## src/rtl/status_register_unit.sv

```systemverilog
// EXE-stage NZCV generator: forwards flags combinationally and commits them on the next edge.
// Latency: 1 cycle to status_register; freeze holds the commit, flush kills it.
module status_register_unit #(
    parameter int WORD_LEN    = 32,
    parameter int EXE_CMD_LEN = 4
) (
    input  logic                   clk,
    input  logic                   rst,
    input  logic                   freeze,
    input  logic                   flush,
    input  logic                   valid_in,
    input  logic                   s_in,
    input  logic [EXE_CMD_LEN-1:0] exe_cmd,
    input  logic [WORD_LEN-1:0]    val1,
    input  logic [WORD_LEN-1:0]    val2,
    output logic [3:0]             status_register,
    output logic [3:0]             status_next,
    output logic                   flag_write,
    output logic                   flag_pending
);

    localparam logic [EXE_CMD_LEN-1:0] CMD_MOV = EXE_CMD_LEN'(4'b0001);
    localparam logic [EXE_CMD_LEN-1:0] CMD_ADD = EXE_CMD_LEN'(4'b0010);
    localparam logic [EXE_CMD_LEN-1:0] CMD_ADC = EXE_CMD_LEN'(4'b0011);
    localparam logic [EXE_CMD_LEN-1:0] CMD_SUB = EXE_CMD_LEN'(4'b0100);
    localparam logic [EXE_CMD_LEN-1:0] CMD_SBC = EXE_CMD_LEN'(4'b0101);
    localparam logic [EXE_CMD_LEN-1:0] CMD_AND = EXE_CMD_LEN'(4'b0110);
    localparam logic [EXE_CMD_LEN-1:0] CMD_ORR = EXE_CMD_LEN'(4'b0111);
    localparam logic [EXE_CMD_LEN-1:0] CMD_EOR = EXE_CMD_LEN'(4'b1000);
    localparam logic [EXE_CMD_LEN-1:0] CMD_MVN = EXE_CMD_LEN'(4'b1001);

    logic                cin;
    logic                v_cur;
    logic                legal;
    logic                is_add;
    logic                is_sub;
    logic [WORD_LEN:0]   sum;
    logic [WORD_LEN-1:0] res;
    logic                c_new;
    logic                v_new;
    logic [3:0]          flags;
    logic                commit;

    assign cin   = status_register[2];
    assign v_cur = status_register[0];

    // Subtraction is val1 + ~val2 + carry, so the top sum bit is directly "no borrow".
    always_comb begin
        legal  = 1'b1;
        is_add = 1'b0;
        is_sub = 1'b0;
        sum    = '0;
        res    = '0;
        unique case (exe_cmd)
            CMD_MOV: res = val2;
            CMD_MVN: res = ~val2;
            CMD_AND: res = val1 & val2;
            CMD_ORR: res = val1 | val2;
            CMD_EOR: res = val1 ^ val2;
            CMD_ADD: begin
                is_add = 1'b1;
                sum    = {1'b0, val1} + {1'b0, val2};
            end
            CMD_ADC: begin
                is_add = 1'b1;
                sum    = {1'b0, val1} + {1'b0, val2} + {{WORD_LEN{1'b0}}, cin};
            end
            CMD_SUB: begin
                is_sub = 1'b1;
                sum    = {1'b0, val1} + {1'b0, ~val2} + {{WORD_LEN{1'b0}}, 1'b1};
            end
            CMD_SBC: begin
                is_sub = 1'b1;
                sum    = {1'b0, val1} + {1'b0, ~val2} + {{WORD_LEN{1'b0}}, cin};
            end
            default: legal = 1'b0;
        endcase
        if (is_add || is_sub) begin
            res = sum[WORD_LEN-1:0];
        end
    end

    always_comb begin
        c_new = cin;
        v_new = v_cur;
        if (is_add) begin
            c_new = sum[WORD_LEN];
            v_new = (val1[WORD_LEN-1] == val2[WORD_LEN-1]) && (res[WORD_LEN-1] != val1[WORD_LEN-1]);
        end else if (is_sub) begin
            c_new = sum[WORD_LEN];
            v_new = (val1[WORD_LEN-1] != val2[WORD_LEN-1]) && (res[WORD_LEN-1] != val1[WORD_LEN-1]);
        end
    end

    assign flags        = {(res == '0), c_new, res[WORD_LEN-1], v_new};
    assign flag_pending = valid_in & s_in & legal & ~flush;
    assign commit       = flag_pending & ~freeze;
    assign status_next  = flag_pending ? flags : status_register;

    always_ff @(posedge clk) begin
        if (rst) begin
            status_register <= 4'b0000;
            flag_write      <= 1'b0;
        end else begin
            flag_write <= commit;
            if (commit) begin
                status_register <= flags;
            end
        end
    end

endmodule

```

## config.mk

```make
export PLATFORM = sky130hd
export DESIGN_NAME = status_register_unit
export DESIGN_NICKNAME = d
export VERILOG_FILES = /design/src/rtl/status_register_unit.sv
export SDC_FILE = /design/constraint.sdc
export NUM_CORES = 1
export LEC_CHECK = 0
export BUFFER_PORTS_ARGS = -buffer_cell sky130_fd_sc_hd__buf_2
export CAP_MARGIN = 20
export CORE_UTILIZATION = 30
export DETAILED_ROUTE_END_ITERATION = 12
export MAX_ROUTING_LAYER = met4
export PLACE_DENSITY = 0.57
export REMOVE_ABC_BUFFERS = 1
export SYNTH_ARGS = -nofsm -noshare
export SYNTH_HDL_FRONTEND = slang
export SYNTH_SLANG_ARGS = --single-unit
```

## constraint.sdc

```tcl
create_clock -name clk -period 14.2 [get_ports clk]
set_clock_uncertainty 0.05 [all_clocks]
set_input_delay 2.84 -clock clk [delete_from_list [all_inputs] [get_ports clk]]
set_output_delay 2.84 -clock clk [all_outputs]
set_load 0.05 [all_outputs]
```

* Word-level counts from Yosys, hierarchy flattened *
Index checks and enable logic that the tools add are counted.
Widths: inputs -> output; s select.

storage, ports and cells
  register bits after elaboration = 5
  bits of input ports = 74

cells by class
  add/sub/neg operators = 5
  equal/unequal tests = 12
  mux-type cells = 11
  bitwise logic cells = 10
  reduce and logical (&&, ||, !) cells = 7

operator list
  kind                   number
  $pmux 32 s5            1
  $pmux 33 s4            1
  $add 32x32->33         2
  $add 33x1->33          2
  $add 33x1->33 const B  1
  $and 32x32->32         1
  $logic_not 32->1       1
  $mux 32                1
  $not 32->32            1
  $or 32x32->32          1
  $xor 32x32->32         1
  $eq 4x3->1 const B     4
  $reduce_or 9->1        1
  $eq 4x2->1 const B     2
  $eq 4x4->1 const B     2
  $mux 1                 7
  $and 1x1->1            4
  $eq 4x1->1 const B     1
  $mux 4                 1
  $reduce_or 2->1        2
  $logic_and 1x1->1      2
  $ne 1x1->1             2
  $not 1->1              2
  $eq 1x1->1             1
  $logic_or 1x1->1       1

* Depth between registers and ports, before layout *
Gate-level depths: netlist of run 1.

  word-level depth = 10
  gate-level depth with buffers = 22
  mapped depth without buffers = 18

* Least setup slack after synthesis of run 1 *
OpenSTA, ideal clock, no wires.

  kind = input port to output port
  start point = input exe_cmd[3]
  end point = output status_next[3]
  arrival time = 8.851 ns
  required time = 11.310 ns
  setup slack = 2.459 ns
  stages on the path = 17
  buffers on the path = 5
  cells stage by stage = buf_2 > and4bb_2 > clkbuf_1 > clkbuf_1 > clkbuf_1 > buf_1 > xnor2_1 > ha_1 > o21ai_0 > nor4_1 > or4b_1 > or4b_1 > a211o_1 > a211oi_1 > and4_1 > o221ai_1 > o41ai_1

between the ends
  longest elaborated chain between the ends = 7
  elaborated cells on any way between the ends = 23
  classes of those cells = eq/ne (9); mux (7); bitwise (2); reduce/logical (5)

ends and longest elaborated chain
  what                                             RTL line  text
  start, declared                                  13        input logic [EXE_CMD_LEN-1:0] exe_cmd,
  $eq 4x2->1 / $eq 4x3->1 (equally long branches)  54        unique case (exe_cmd)
  $reduce_or 2->1 (no source line)                 -
  $mux 1                                           54
  $logic_or 1x1->1                                 78        if (is_add || is_sub) begin
  $mux 32                                          78
  $logic_not 32->1                                 95        assign flags = {(res == '0), c_new, res[WORD_LEN-1], v_new};
  $mux 4 *                                         98        assign status_next = flag_pending ? flags : status_register;
  end, declared                                    17        output logic [3:0] status_next,

Mark *: on every way between the ends. The rest lies on a longest branch, timed or not.

* Final worst setup path of run 1 *
  start point = input val2[5]
  end point = output status_next[3]

between the ends
  longest elaborated chain between the ends = 7
  elaborated cells on any way between the ends = 14
  classes of those cells = add/sub (5); mux (4); bitwise (4); reduce/logical (1)

ends and longest elaborated chain
  what                              RTL line    text
  start, declared                   15          input logic [WORD_LEN-1:0] val2,
  $not 32->32                       56, 70, 74
  $add 32x32->33                    70, 74
  $add 33x1->33 (on tied branches)  74, 70
  $pmux 33 s4                       54
  $mux 32 *                         78
  $logic_not 32->1 *                95
  $mux 4 *                          98

Marks and branches as above.

==> results.tsv, run 1 <==
metric	value	unit
gp_congestion	0.991	
p_clk_share	9.2	%
grt_use_met2	42.9	%
met3_usage	1.98	%
maxCapViolCount	0	
start_kind	primary input	
worstSetupStartpoint	val2[5]	
seq_area	100	sq um
syn_inst	1283	
grt_pass1_wl	57.6	mm
p_leak	3.72	nW
p_sw_share	60.5	%
via_per_inst	6.11	
syn_area	8480	sq um
drt_pass1_iterations	6	
hold-path-cell-count	2	
finalHoldViolCount	0	
cts_tree	built	
grt_max_degree	42	
ys_types	91	
comb_power_share	87.9	%
multi_input_area	7780	sq um
postLayoutCellArea	9230	sq um
power_frac_seq	2.9	%
place.port_buffers	83	
layout_commonest_cell	ha_1	
avgSynthCellArea	6.61	sq um
finalPower	0.501	mW
ys_ff_latch	5	
cts.sinks	5	
post_drt_wl_per_cell	22.8	microns
crit_cells	17	
finalCriticalPeriod	11310	ps
synthArstFlopShare	0	%
ant_nets	0	
path_class	primary input to output port	
post_cts_buffers	0	
cp_num_buf_inv	4	
maxSlewHeadroom	26.6	%
postCtsHoldBufs	0	
antenna_found_initial	1	
synth-seq-area-share	1.18	%
end_kind	output port	
worstHoldPathType	flip-flop to flip-flop	
power.switching	0.303	mW
crit_required	11310	ps
nets	1499	
syn2layout_area_growth	8.81	%
synth-edff-count	0	
clkLatencyLatePin	220	ps
fin_crit_sh	79.7	%
numCtsBuffers	3	
rows	61	
synthMuxAreaShare	2.08	%
synth_top_family_by_area	compound AO/OA/AOI/OAI gates	
synth_xor_area_share	6.40	%
grt_overflow	0	
vias	10300	
fin_tns_setup	0	ps
critPathArrivalTime	8420	ps
dieHeight	170	microns
routed_wl	38.6	mm
track_usage	26.7	%
fill_cells	3159	
start_util	30.5	%
synthAdderAreaFrac	16.4	%
p_per_area	54.3	nW/um^2
fmax	88.4	MHz
synth-simple-area-share	33.1	%
grt_pass1_vias	9501	
p_int	0.198	mW
status	completed	
rr_worst_depth	10	
ios	84	
synth-compound-area-share	33.7	%
busiest_layer	met2	
cts_buffer_depth	2	
ys.warnings.count	0	
tightest_slew	1070	ps
slew_viol_final	0	
ctsResizeCount	0	
cp_max_fo	17	
reg2reg_from	status_register[2]$_SDFFE_PP0P_	
setup_viol	0	
critPathSlowestCell	a2111oi_0	
fp.dieW	170	microns
drc	0	
critPathTopFamily	compound AO/OA/AOI/OAI gates	
path_cells	buf_2, inv_1, ha_1, inv_1, a21o_1, o21ai_1, o211ai_1, a2111oi_0, o21ai_0, or4b_1, nor3_1, xor2_1, nor4_1, and4_1, o21ai_1, o41ai_1, buf_2	
use_met1	35.7	%
fin_util	33.2	%
clk_pin_slew	30	ps
drtIter0Drc	1197	
root_buffer	clkbuf_16	
postPlaceCellArea	9150	sq um
hp-start	status_register[1]$_SDFFE_PP0P_	
ys.flop_type	dfxtp_1	
cpPeakStageDelay	1030	ps
vdd_drop_max	0.0253	mV
die-area	28900	sq um
rsz0062_at_grt	false	
h-tree-depth	1	
hpwl	32.1	mm
final_cell_mix	ha_1 (108), nor2_1 (106), a21oi_1 (93), inv_1 (92), nand2_1 (86)	
final_layout_size_suffix_gt1_share	9.51	%
core-area	27800	sq um
[cells by family after synthesis]
kind of cell,Yosys count
compound gates,415
xor+xnor,62
fa+ha+maj,110
buf+inv,154
flops,5
mux,17
simple gates,520
[layout make-up]
cell class / count / share of cell area (%)
Tap cell: 378 / 5.13
Inverter: 95 / 3.86
Sequential cell: 5 / 1.08
Multi-Input combinational cell: 1124 / 84.3
Clock buffer: 4 / 0.854
Timing Repair Buffer: 86 / 4.75
Antenna cell: 1 / 0.0271
[routing by layer]
metal  wire [microns]  part of all wire (%)
met5                0                     0
met4             1140                   2.9
met3             2600                   6.7
met2            17400                    45
met1            17400                    45
[worst paths after layout]
| path | endpoint | slack, ps |
|---|---|---|
| setup / recovery | status_next[3] | 2890 |
| hold reg to reg | status_register[1]$_SDFFE_PP0P_ | 430 |
| setup reg to reg | status_register[3]$_SDFFE_PP0P_ | 10380 |
| hold / removal | status_register[1]$_SDFFE_PP0P_ | 430 |
[power groups by stage]
stage	Clock [mW]	Sequential, mW	Combinational [mW]
2_1_floorplan	0	0.0152	0.288
3_3_place_gp	0	0.0147	0.426
3_5_place_dp	0	0.0147	0.426
4_1_cts	0.0468	0.0145	0.428
5_1_grt	0.0480	0.0145	0.474
6_report	0.0461	0.0145	0.440
[tightest hold or removal path: cells and delay by family, from the launching register on]
family	cells	cell delay (ps)
compound gates	2	130
flops	1	300
[flip-flops by register name (all words and copies together), names as in the netlist]
name             flops
flag_write           1
status_register      4
[cells in the mapped netlist (all sizes together), types with 11 or more instances]
| master | number | area share, % |
|---|---|---|
| a211oi | 22 | 1.9 |
| a21o | 22 | 1.9 |
| a21oi | 94 | 5.6 |
| a31oi | 16 | 1.2 |
| and2 | 22 | 1.6 |
| and3 | 17 | 1.3 |
| buf | 18 | 1.1 |
| clkbuf | 41 | 1.8 |
| ha | 108 | 16 |
| inv | 94 | 4.2 |
| mux2i | 12 | 1.4 |
| nand2 | 86 | 3.8 |
| nand2b | 17 | 1.3 |
| nand3 | 44 | 2.6 |
| nand4 | 38 | 2.8 |
| nor2 | 106 | 4.7 |
| nor2b | 16 | 1.2 |
| nor3 | 57 | 3.4 |
| nor4 | 35 | 2.7 |
| o211ai | 23 | 2.0 |
| o21a | 20 | 1.8 |
| o21ai | 72 | 4.2 |
| o31ai | 15 | 1.3 |
| or2 | 12 | 0.89 |
| or3 | 13 | 1.0 |
| or4 | 11 | 0.97 |
| xnor2 | 46 | 4.8 |
| xor2 | 16 | 1.7 |
[stage by stage]
stage / cells / hold WS (ps) / setup WS (ps)
after global routing: 1693 / 476 / 2460
after CTS: 1692 / 438 / 3020
after global placement: 1688 / 431 / 3030
after floorplan: 1224 / 662 / 2790
final: 1693 / 435 / 2890
after detailed placement: 1688 / 434 / 3050
Power figures use the tool's default switching activity.
==> inputs of run 2 (changes only) <==
Settings changed: ABC_AREA from default to 1.
Clock period 14.2 ns to 10.5 ns, I/O delays scaled along.
==> run 2 against run 1 <==
Routed wire length up 27%. Synthesized area increased by 25%. Clock-buffer cell count stayed put. Die area is 25% higher. Final area grew 24%. Global-route usage grew 0.85 points. Final cell count is 55% higher. Critical path depth grew 7. Largest power group unchanged.
==> results.tsv, run 2 <==
metric	value	unit	change
synth-edff-count	0		unchanged
clkLatencyLatePin	230	ps	was 220 ps
hpwl	43.1	mm	was 32.1 mm
grt_overflow	0		unchanged
top_regs	status_register: 4 flops, flag_write: 1 flops		unchanged
finalCriticalPeriod	8370	ps	
critPathSlowestCell	buf_4		was a2111oi_0
numCtsBuffers	3		unchanged
path_class	primary input to output port		unchanged
crit_required	8350	ps	was 11310 ps
regMostFlops	status_register		unchanged
busiest_layer	met2		unchanged
cp_max_fo	58		was 17
cts.sinks	5		unchanged
grt_pass1_vias	12700		was 9501
ys.warnings.count	0		unchanged
post_cts_buffers	0		unchanged
fin_tns_setup	0	ps	unchanged
hold-path-cell-count	2		unchanged
place.port_buffers	83		unchanged
cpPeakStageDelay	590	ps	was 1030 ps
start_kind	primary input		unchanged
yosys.cell_count.top_type	nand2_1		was ha_1
rr_worst_depth	20		was 10
tightest_slew	1040	ps	was 1070 ps
met3_usage	1.82	%	was 1.98%
core-area	34700	sq um	was 27800 sq um
syn_area	10600	sq um	was 8480 sq um
drt_pass1_iterations	6		unchanged
crit_top_cell	nand3_1		
synth.largest_area_cell	nand2_1		was ha_1
drtIter0Drc	1418		was 1197
slew_viol_final	0		unchanged
maxSlewHeadroom	29.8	%	was 26.6%
finalHoldViolCount	0		unchanged
fp.dieW	190	microns	was 170 microns
path_cells	buf_2, inv_2, nor2_2, nand2_2, buf_4, nand3_1, nand2_1, nand3_1, nor2_2, nand3_1, nor2_1, nand3_1, nand2_1, inv_1, nor2_1, nand3_1, nand2_1, nand3_1, nor2_1, nand2_1, nand2_1, nand3_2, o21ai_2, buf_2		was buf_2, inv_1, ha_1, inv_1, a21o_1, o21ai_1, o211ai_1, a2111oi_0, o21ai_0, or4b_1, nor3_1, xor2_1, nor4_1, and4_1, o21ai_1, o41ai_1, buf_2
synth-seq-area-share	0.942	%	was 1.18%
whs	524	ps	was 435 ps
root_buffer	clkbuf_16		unchanged
die-area	36200	sq um	was 28900 sq um
synth_top_area_share	26.7	%	was 15.9%
end_kind	output port		unchanged
p_leak	6.44	nW	was 3.72 nW
rsz0062_at_grt	false		unchanged
nets	2348		was 1499
ios	84		unchanged
ys_ff_latch	5		unchanged
drc	0		unchanged
routed_wl	48.9	mm	was 38.6 mm
rows	68		was 61
antenna_found_initial	0		was 1
layout_commonest_cell	nand2_1		was ha_1
synthArstFlopShare	0	%	unchanged
synth.area.top_cells	nand2_1 (27%), ha_1 (13%), nand3_1 (12%), inv_1 (11%), nor2_1 (6.5%)		was ha_1 (16%), a21oi_1 (5.5%), xnor2_1 (4.8%), nor2_1 (4.7%), inv_1 (4.1%)
fmax	120	MHz	
fin_crit_sh	79.7	%	
ctsResizeCount	0		unchanged
cts_tree	built		unchanged
track_usage	27.5	%	was 26.7%
ys_top_cells_by_count	nand2_1 (755), inv_1 (319), nand3_1 (248)		was ha_1 (108), nor2_1 (106), a21oi_1 (93)
ant_nets	0		unchanged
post_drt_wl_per_cell	18.7	microns	was 22.8 microns
setup_viol	0		unchanged
use_met1	36.7	%	was 35.7%
grt_use_met2	42.4	%	was 42.9%
final_layout_size_suffix_gt1_share	12.8	%	was 9.51%
cts_buffer_depth	2		unchanged
h-tree-depth	1		unchanged
critPathArrivalTime	6220	ps	was 8420 ps
postCtsHoldBufs	0		unchanged
syn2layout_area_growth	7.79	%	was 8.81%
dieHeight	190	microns	was 170 microns
gp_congestion	0.998		was 0.991
via_per_inst	5.25		was 6.11
ys.flop_type	dfxtp_1		unchanged
vias	13800		was 10300
vdd_drop_max	0.0384	mV	was 0.0253 mV
fin_util	33.0	%	was 33.2%
ys_types	56		was 91
largest_reg_flops	4		unchanged
avgSynthCellArea	5.03	sq um	was 6.61 sq um
worstHoldPathType	flip-flop to flip-flop		unchanged
p_per_area	70.3	nW/um^2	was 54.3 nW/um^2
grt_max_degree	59		was 42
final_cell_mix	nand2_1 (755), inv_1 (319), nand3_1 (248), nor2_1 (183), ha_1 (108)		was ha_1 (108), nor2_1 (106), a21oi_1 (93), inv_1 (92), nand2_1 (86)
maxCapViolCount	0		unchanged
clk_pin_slew	30	ps	about the same
syn_inst	2112		was 1283
status	completed		unchanged
start_util	30.6	%	was 30.5%
grt_pass1_wl	73.6	mm	was 57.6 mm
[run 2: cell types whose count changed in the layout (fill, tap and decap cells not counted), sizes merged, moves of 22 or more]
cell,change
nand2,+733
inv,+257
nand3,+221
nor2,+133
xnor2,-46
nor3,-33
a21oi,-32
nand4,+28
nor4,-25
o211ai,-23
a21o,-22
[run 2: cell type report]
| type | instances | area [sq um] |
|---|---|---|
| Fill cell | 4071 | 23300 |
| Multi-Input combinational cell | 1711 | 8900 |
| Inverter | 353 | 1340 |
| Tap cell | 455 | 569 |
| Timing Repair Buffer | 90 | 468 |
| Sequential cell | 5 | 100 |
| Clock buffer | 4 | 78.8 |
| Antenna cell | 1 | 2.50 |
[run 2: worst max-delay path: cells and delay by family]
family	cells	cell delay, ps
compound gates	1	120
buf+inv	5	1420
simple gates	18	2570
[run 2: layer usage]
metal  wire [microns]  vias up
met5                0        -
met4             2870        0
met3             3690      112
met2            21000      635
met1            21400     6230
li1                 -     6781
[run 2: kinds of logic after synthesis]
logic type | synth area share (%)
compound gates | 8.60
xor+xnor | 0.659
fa+ha+maj | 13.1
buf+inv | 15.3
flops | 0.942
simple gates | 61.4
[run 2: path summary, 6_finish.rpt]
path                                         from  slack [ps]                              end
setup / recovery                       exe_cmd[0]        2130                   status_next[3]
hold / removal    status_register[1]$_SDFFE_PP0P_         520  status_register[1]$_SDFFE_PP0P_
setup reg to reg  status_register[2]$_SDFFE_PP0P_        7140  status_register[3]$_SDFFE_PP0P_
hold reg to reg   status_register[1]$_SDFFE_PP0P_         520  status_register[1]$_SDFFE_PP0P_
[run 2: per-stage QoR]
| stage | worst slack [ps] | instances | instance area [sq um] | power, mW |
|---|---|---|---|---|
| global route | 1740 | 2618 | 11500 | 0.879 |
| global placement | 2310 | 2614 | 11400 | 0.717 |
| detailed placement | 2300 | 2614 | 11400 | 0.719 |
| finish | 2130 | 2619 | 11500 | 0.805 |
| floorplan | 3000 | 2069 | 10300 | 0.497 |
| CTS | 2290 | 2618 | 11500 | 0.786 |
[run 2: report_power, final]
group	total (mW)	internal [mW]	switching [mW]
sequential	0.0200	0.0195	0.000512
combinational	0.721	0.193	0.529
clock	0.0640	0.0504	0.0136
total	0.805	0.263	0.543
